**config.mk**
```make
export PLATFORM = sky130hd
export DESIGN_NAME = pipe_hazard_ctrl
export DESIGN_NICKNAME = d
export VERILOG_FILES = /design/src/rtl/pipe_hazard_ctrl_pkg.sv /design/src/rtl/pipe_hazard_ctrl_hazard_detect.sv /design/src/rtl/pipe_hazard_ctrl.sv
export SDC_FILE = /design/constraint.sdc
export NUM_CORES = 1
export LEC_CHECK = 0
export CELL_PAD_IN_SITES_DETAIL_PLACEMENT = 0
export CELL_PAD_IN_SITES_GLOBAL_PLACEMENT = 2
export CORE_ASPECT_RATIO = 0.75
export CORE_UTILIZATION = 24
export DETAILED_ROUTE_END_ITERATION = 16
export PLACE_DENSITY = 0.86
export SETUP_SLACK_MARGIN = 0.02
export SYNTH_ARGS = -nofsm -noshare
export SYNTH_HDL_FRONTEND = slang
export SYNTH_SLANG_ARGS = --single-unit
```
**constraint.sdc**
```tcl
create_clock -name clk -period 3.2 [get_ports clk]
set_clock_uncertainty 0.1 [all_clocks]
set_input_delay 0.64 -clock clk [delete_from_list [all_inputs] [get_ports clk]]
set_output_delay 0.64 -clock clk [all_outputs]
set_load 0.02 [all_outputs]
```
**src/rtl/pipe_hazard_ctrl_pkg.sv**
```systemverilog
// Shared definitions for the pipeline hazard controller.
// Contents:
//   state_e    - controller state encoding (RUN, MEM_WAIT, FLUSH)
//   RegAddrW   - register-file address width
//   InstAddrW  - instruction address width
//   Asserted / Deasserted - control-level constants
package pipe_hazard_ctrl_pkg;

  localparam int unsigned RegAddrW  = 5;
  localparam int unsigned InstAddrW = 32;

  localparam logic Asserted   = 1'b1;
  localparam logic Deasserted = 1'b0;

  typedef enum logic [1:0] {
    StRun     = 2'd0,
    StMemWait = 2'd1,
    StFlush   = 2'd2
  } state_e;

endpackage

```
**src/rtl/pipe_hazard_ctrl_hazard_detect.sv**
```systemverilog
// Combinational load-use comparator.
// Flags when the instruction in EX is a load whose destination is a source
// register actually read by the instruction in ID.
// Ports:
//   rs1_addr_i / rs1_re_i  - ID rs1 address and read enable
//   rs2_addr_i / rs2_re_i  - ID rs2 address and read enable
//   ex_mem_read_i          - EX instruction is a load
//   ex_reg_write_i         - EX instruction writes a register
//   ex_write_addr_i        - EX destination register
//   load_use_o             - load-use hazard present this cycle
module pipe_hazard_ctrl_hazard_detect
  import pipe_hazard_ctrl_pkg::*;
(
  input  logic [RegAddrW-1:0] rs1_addr_i,
  input  logic                rs1_re_i,
  input  logic [RegAddrW-1:0] rs2_addr_i,
  input  logic                rs2_re_i,
  input  logic                ex_mem_read_i,
  input  logic                ex_reg_write_i,
  input  logic [RegAddrW-1:0] ex_write_addr_i,
  output logic                load_use_o
);

  logic producer;
  logic rs1_hit;
  logic rs2_hit;

  always_comb begin
    // x0 is hard-wired zero, so a load targeting it never creates a dependency.
    producer   = ex_mem_read_i && ex_reg_write_i && (ex_write_addr_i != '0);
    rs1_hit    = rs1_re_i && (rs1_addr_i == ex_write_addr_i);
    rs2_hit    = rs2_re_i && (rs2_addr_i == ex_write_addr_i);
    load_use_o = producer && (rs1_hit || rs2_hit);
  end

endmodule

```
**src/rtl/pipe_hazard_ctrl.sv**
```systemverilog
// Central stall/flush controller for the pc, if_id, id_ex and ex_mem registers.
// - Load-use hazard: one-cycle bubble into id_ex while pc and if_id hold.
// - Data memory not ready: whole pipeline frozen, with a timeout watchdog.
// - Taken branch in MEM: flush, then registered redirect plus a second flush.
// - Saturating count of cycles in which the PC was held.
// Ports:
//   clk, rst                     - clock, synchronous active-low reset
//   id_rs1_*/id_rs2_*            - ID source registers and read enables
//   ex_mem_read_i/ex_reg_write_i - EX instruction is a load / writes a register
//   ex_write_addr_i              - EX destination register
//   mem_access_i/dmem_ready_i    - MEM data access and its completion
//   mem_branch_taken_i/_target_i - MEM branch resolution and target
//   *_stall_o/*_flush_o          - per-register hold / bubble controls
//   pc_redirect_o/pc_target_o    - PC redirect and its registered address
//   stall_cycles_o               - saturating stall-cycle count
//   err_timeout_o                - sticky memory timeout flag
module pipe_hazard_ctrl
  import pipe_hazard_ctrl_pkg::*;
#(
  parameter int unsigned CNT_W       = 16,
  parameter int unsigned MEM_TIMEOUT = 255
) (
  input  logic                 clk,
  input  logic                 rst,
  input  logic [RegAddrW-1:0]  id_rs1_addr_i,
  input  logic                 id_rs1_re_i,
  input  logic [RegAddrW-1:0]  id_rs2_addr_i,
  input  logic                 id_rs2_re_i,
  input  logic                 ex_mem_read_i,
  input  logic                 ex_reg_write_i,
  input  logic [RegAddrW-1:0]  ex_write_addr_i,
  input  logic                 mem_access_i,
  input  logic                 dmem_ready_i,
  input  logic                 mem_branch_taken_i,
  input  logic [InstAddrW-1:0] mem_branch_target_i,
  output logic                 pc_stall_o,
  output logic                 if_id_stall_o,
  output logic                 if_id_flush_o,
  output logic                 id_ex_stall_o,
  output logic                 id_ex_flush_o,
  output logic                 ex_mem_stall_o,
  output logic                 ex_mem_flush_o,
  output logic                 pc_redirect_o,
  output logic [InstAddrW-1:0] pc_target_o,
  output logic [CNT_W-1:0]     stall_cycles_o,
  output logic                 err_timeout_o
);

  localparam logic [CNT_W-1:0] TimeoutCnt = CNT_W'(MEM_TIMEOUT);

  state_e               state_q, state_d;
  logic [InstAddrW-1:0] pc_target_q, pc_target_d;
  logic [CNT_W-1:0]     stall_cnt_q, stall_cnt_d;
  logic [CNT_W-1:0]     wait_cnt_q, wait_cnt_d;
  logic [CNT_W-1:0]     wait_inc;
  logic                 err_q, err_d;
  logic                 load_use;

  pipe_hazard_ctrl_hazard_detect u_hazard_detect (
    .rs1_addr_i      (id_rs1_addr_i),
    .rs1_re_i        (id_rs1_re_i),
    .rs2_addr_i      (id_rs2_addr_i),
    .rs2_re_i        (id_rs2_re_i),
    .ex_mem_read_i   (ex_mem_read_i),
    .ex_reg_write_i  (ex_reg_write_i),
    .ex_write_addr_i (ex_write_addr_i),
    .load_use_o      (load_use)
  );

  always_comb begin
    pc_stall_o     = Deasserted;
    if_id_stall_o  = Deasserted;
    if_id_flush_o  = Deasserted;
    id_ex_stall_o  = Deasserted;
    id_ex_flush_o  = Deasserted;
    ex_mem_stall_o = Deasserted;
    ex_mem_flush_o = Deasserted;
    pc_redirect_o  = Deasserted;
    state_d        = state_q;
    pc_target_d    = pc_target_q;
    wait_cnt_d     = wait_cnt_q;
    wait_inc       = wait_cnt_q + CNT_W'(1);
    err_d          = err_q;

    // Control outputs stay quiet during reset; the registers reset on the edge.
    if (rst) begin
      unique case (state_q)
        StRun: begin
          if (mem_access_i && !dmem_ready_i) begin
            pc_stall_o     = Asserted;
            if_id_stall_o  = Asserted;
            id_ex_stall_o  = Asserted;
            ex_mem_stall_o = Asserted;
            state_d        = StMemWait;
          end else if (mem_branch_taken_i) begin
            if_id_flush_o  = Asserted;
            id_ex_flush_o  = Asserted;
            ex_mem_flush_o = Asserted;
            pc_target_d    = mem_branch_target_i;
            state_d        = StFlush;
          end else if (load_use) begin
            // The bubble moves the load on, so the hazard clears next cycle.
            pc_stall_o    = Asserted;
            if_id_stall_o = Asserted;
            id_ex_flush_o = Asserted;
          end
        end
        StMemWait: begin
          if (dmem_ready_i) begin
            wait_cnt_d = '0;
            state_d    = StRun;
          end else begin
            pc_stall_o     = Asserted;
            if_id_stall_o  = Asserted;
            id_ex_stall_o  = Asserted;
            ex_mem_stall_o = Asserted;
            if (wait_cnt_q >= TimeoutCnt) begin
              err_d = Asserted;
            end else begin
              wait_cnt_d = wait_inc;
              if (wait_inc == TimeoutCnt) begin
                err_d = Asserted;
              end
            end
          end
        end
        StFlush: begin
          // Second flush kills the wrong-path fetch and decode behind the redirect.
          pc_redirect_o = Asserted;
          if_id_flush_o = Asserted;
          id_ex_flush_o = Asserted;
          state_d       = StRun;
        end
        default: state_d = StRun;
      endcase
    end

    stall_cnt_d = stall_cnt_q;
    if (pc_stall_o && !(&stall_cnt_q)) begin
      stall_cnt_d = stall_cnt_q + CNT_W'(1);
    end
  end

  always_ff @(posedge clk) begin
    if (!rst) begin
      state_q     <= StRun;
      pc_target_q <= '0;
      stall_cnt_q <= '0;
      wait_cnt_q  <= '0;
      err_q       <= 1'b0;
    end else begin
      state_q     <= state_d;
      pc_target_q <= pc_target_d;
      stall_cnt_q <= stall_cnt_d;
      wait_cnt_q  <= wait_cnt_d;
      err_q       <= err_d;
    end
  end

  assign pc_target_o    = pc_target_q;
  assign stall_cycles_o = stall_cnt_q;
  assign err_timeout_o  = err_q;

endmodule

```
==> flow_summary.toml <==
[grt]
grt_antenna_before_repair = 0
grt_use_total_pct = 13.4
grt_pass1_wl_mm = 13.4
grt_pass1_vias = 2771
gr-total-overflow = 0
grt_max_degree = 37

[layout]
design_area_sq_um = 4610
layout.nets = 546
num_antenna_cells = 0
utilization_pct = 39.0
area_growth_pct = 55.1
drive_gt1_share_pct = 7.32

[place]
dpl.hpwl_mm = 6.12
place.gp.congestion = 0.792
place_area_sq_um = 4290
pre_cts_slack_ps = -320
numPortBuffers = 112

[pwr]
power.internal_mw = 1.70
power_mw = 2.22
power_frac_seq_pct = 39.5
power_frac_comb_pct = 13.1
peakVddDrop_uv = 272
swShare_pct = 23.6
p_leak_nw = 1.68
clock_power_share_pct = 47.3
p_sw_mw = 0.523
p_per_area_nw_per_um2 = 481

[run_status]
status = "completed"

[yosys]
synth-seq-cells = 67
synth_seq_area_share_pct = 45.1
synth_cells = 374
syn_area_sq_um = 2970
yosysUniqueCellTypes = 35
synthFlopType = "dfxtp_1"
syn_nets = 433
synth_edf_count = 0
yosysTopAreaCellShare_pct = 45.1
syn-mean-instance-area_sq_um = 7.95
synth_area_leaders = "dfxtp_1 (45%), nand2_1 (9.6%), a21oi_1 (8.6%)"
synth.most_common_cell = "nand2_1"
ys_async_sr_fraction_pct = 0
synth_top_area_cell = "dfxtp_1"
synthTopCellsByCount = "nand2_1 (76), dfxtp_1 (67), a21oi_1 (51)"
ys_warn_count = 0

[setup_path]
end_kind = "output port"
worstSetupPathType = "primary input to output port"
worst_setup_path_start_kind = "primary input"
arrival_ps = 2350
required_ps = 2460
path_max_fanout = 2

[route]
drt-pass1-iter-count = 4
drt_iter0_drc = 144
via_per_inst = 4.56
drtAntennaViolNets = 0
post-route-drc-count = 0
vias = 2983
wl_mm = 8.60
routedWlPerCell_um = 13.1

[cts]
cts_buffers = 9
clock-sinks = 67
cts_root_buf = "clkbuf_16"
ctsLongestPathBuffers = 2
cts-htree-levels = 3
clk_pin_slew_ps = 50
cts_tree = "yes"
worst_skew_pair.late_latency_ps = 330

[timing]
maxSlewViolCount = 0
setup_viol = 0
fin_crit_sh_pct = 96.6
tightest_slew_ps = 406
tns_ps = 0
fin_ws_ps = 108
fmax_mhz = 323
rsz0062_at_grt = "no"
relSlewSlack_pct = 72.9
hold_violations = 0
period_minus_slack_ps = 3090

[die]
fp.dieW_um = 130
placementRows = 34
dieHeight_um = 98.4
die_area_sq_um = 12800
core_region_area_sq_um = 11800
io_pins = 113
initial_core_util_pct = 25.1

[run]
drv_cap = 0

[hold_path]
hold_class = "flop to flop"
[cells by family after synthesis]
logic type	count (synthesis)	synth area share, %
multiplexers	1	0.337
flip-flops	67	45.1
AND/OR/NAND/NOR	168	27.5
AO/OA/AOI/OAI	92	17.3
buffers and inverters	28	4.13
adder cells (fa/ha/maj)	3	1.26
XOR/XNOR	15	4.42
[worst max-delay path, cell delays in order]
cell and delay, ps:
clkdlybuf4s50_1 490, xnor2_1 130, nand4_1 110, o22ai_1 250, nor2b_1 220, o21ai_1 90, a21oi_1 150, clkdlybuf4s15_2 280
[metrics by stage]
| stage | instances | hold slack, ps |
|---|---|---|
| after global placement | 637 | 341 |
| after CTS | 654 | 355 |
| after floorplan | 374 | 344 |
| final | 654 | 352 |
| after detailed placement | 637 | 347 |
| after global routing | 654 | 370 |
[layer usage]
metal,GRT usage [%],share of wire (%)
met1,16.9,48
met5,0,0
met2,21.4,44
met4,5.13,1.5
met3,4.05,6.6
[registers in the layout (all words and copies together), names as in the netlist]
signal / flops
stall_cycles_o: 16
state_q: 2
wait_cnt_q: 16
err_timeout_o: 1
pc_target_o: 32
[layout make-up]
type | count | area (sq um)
fillers | 1246 | 7220
well taps | 162 | 203
clock buffers | 10 | 229
clock inverters | 6 | 88.8
repair buffers | 126 | 1220
inverters | 4 | 15.0
flip-flops and latches | 67 | 1340
multi-input cells | 279 | 1510
[power by group through the flow]
stage | logic, mW | registers, mW | clock network [mW]
2_1_floorplan | 0.100 | 0.924 | 0
3_3_place_gp | 0.295 | 0.894 | 0
3_5_place_dp | 0.295 | 0.895 | 0
4_1_cts | 0.295 | 0.877 | 1.08
5_1_grt | 0.317 | 0.880 | 1.12
6_report | 0.292 | 0.877 | 1.05
[repair_timing]
item | 4_1_cts | 5_1_grt
hold buffers | 0 | 0
buffers inserted | 1 | 0
gates resized for setup | 8 | 2
endpoints found under the setup margin | 3 | 3
pin swaps | 1 | 1
cloned | 0 | 0
[path summary, 6_finish.rpt]
| path | to | depth (start not counted) | from | slack (ps) |
|---|---|---|---|---|
| setup reg to reg | wait_cnt_q[2] | 5 | wait_cnt_q[8] | 840 |
| hold / removal | pc_target_o[25] | 2 | pc_target_o[25] | 350 |
| setup / recovery | id_ex_flush_o | 8 | ex_write_addr_i[1] | 110 |
| hold reg to reg | pc_target_o[25] | 2 | pc_target_o[25] | 350 |
[cell usage in the layout, fill, tap and decap left out, drive strengths merged, types with 3 or more instances in the layout]
cell type	synthesis	routed
inv	4	4
or3	18	18
clkdlybuf4s50	0	105
a31oi	3	3
nand3	12	12
and2b	3	3
dlygate4sd2	0	5
clkbuf	19	10
o211ai	6	6
xnor2	14	14
and3	18	18
a21oi	51	51
dfxtp	67	67
buf	5	14
nor3	4	4
nand4	9	9
ha	3	3
nand2	76	76
nor2	18	18
o21ai	20	20
o31ai	5	5
Power figures use the tool's default switching activity.
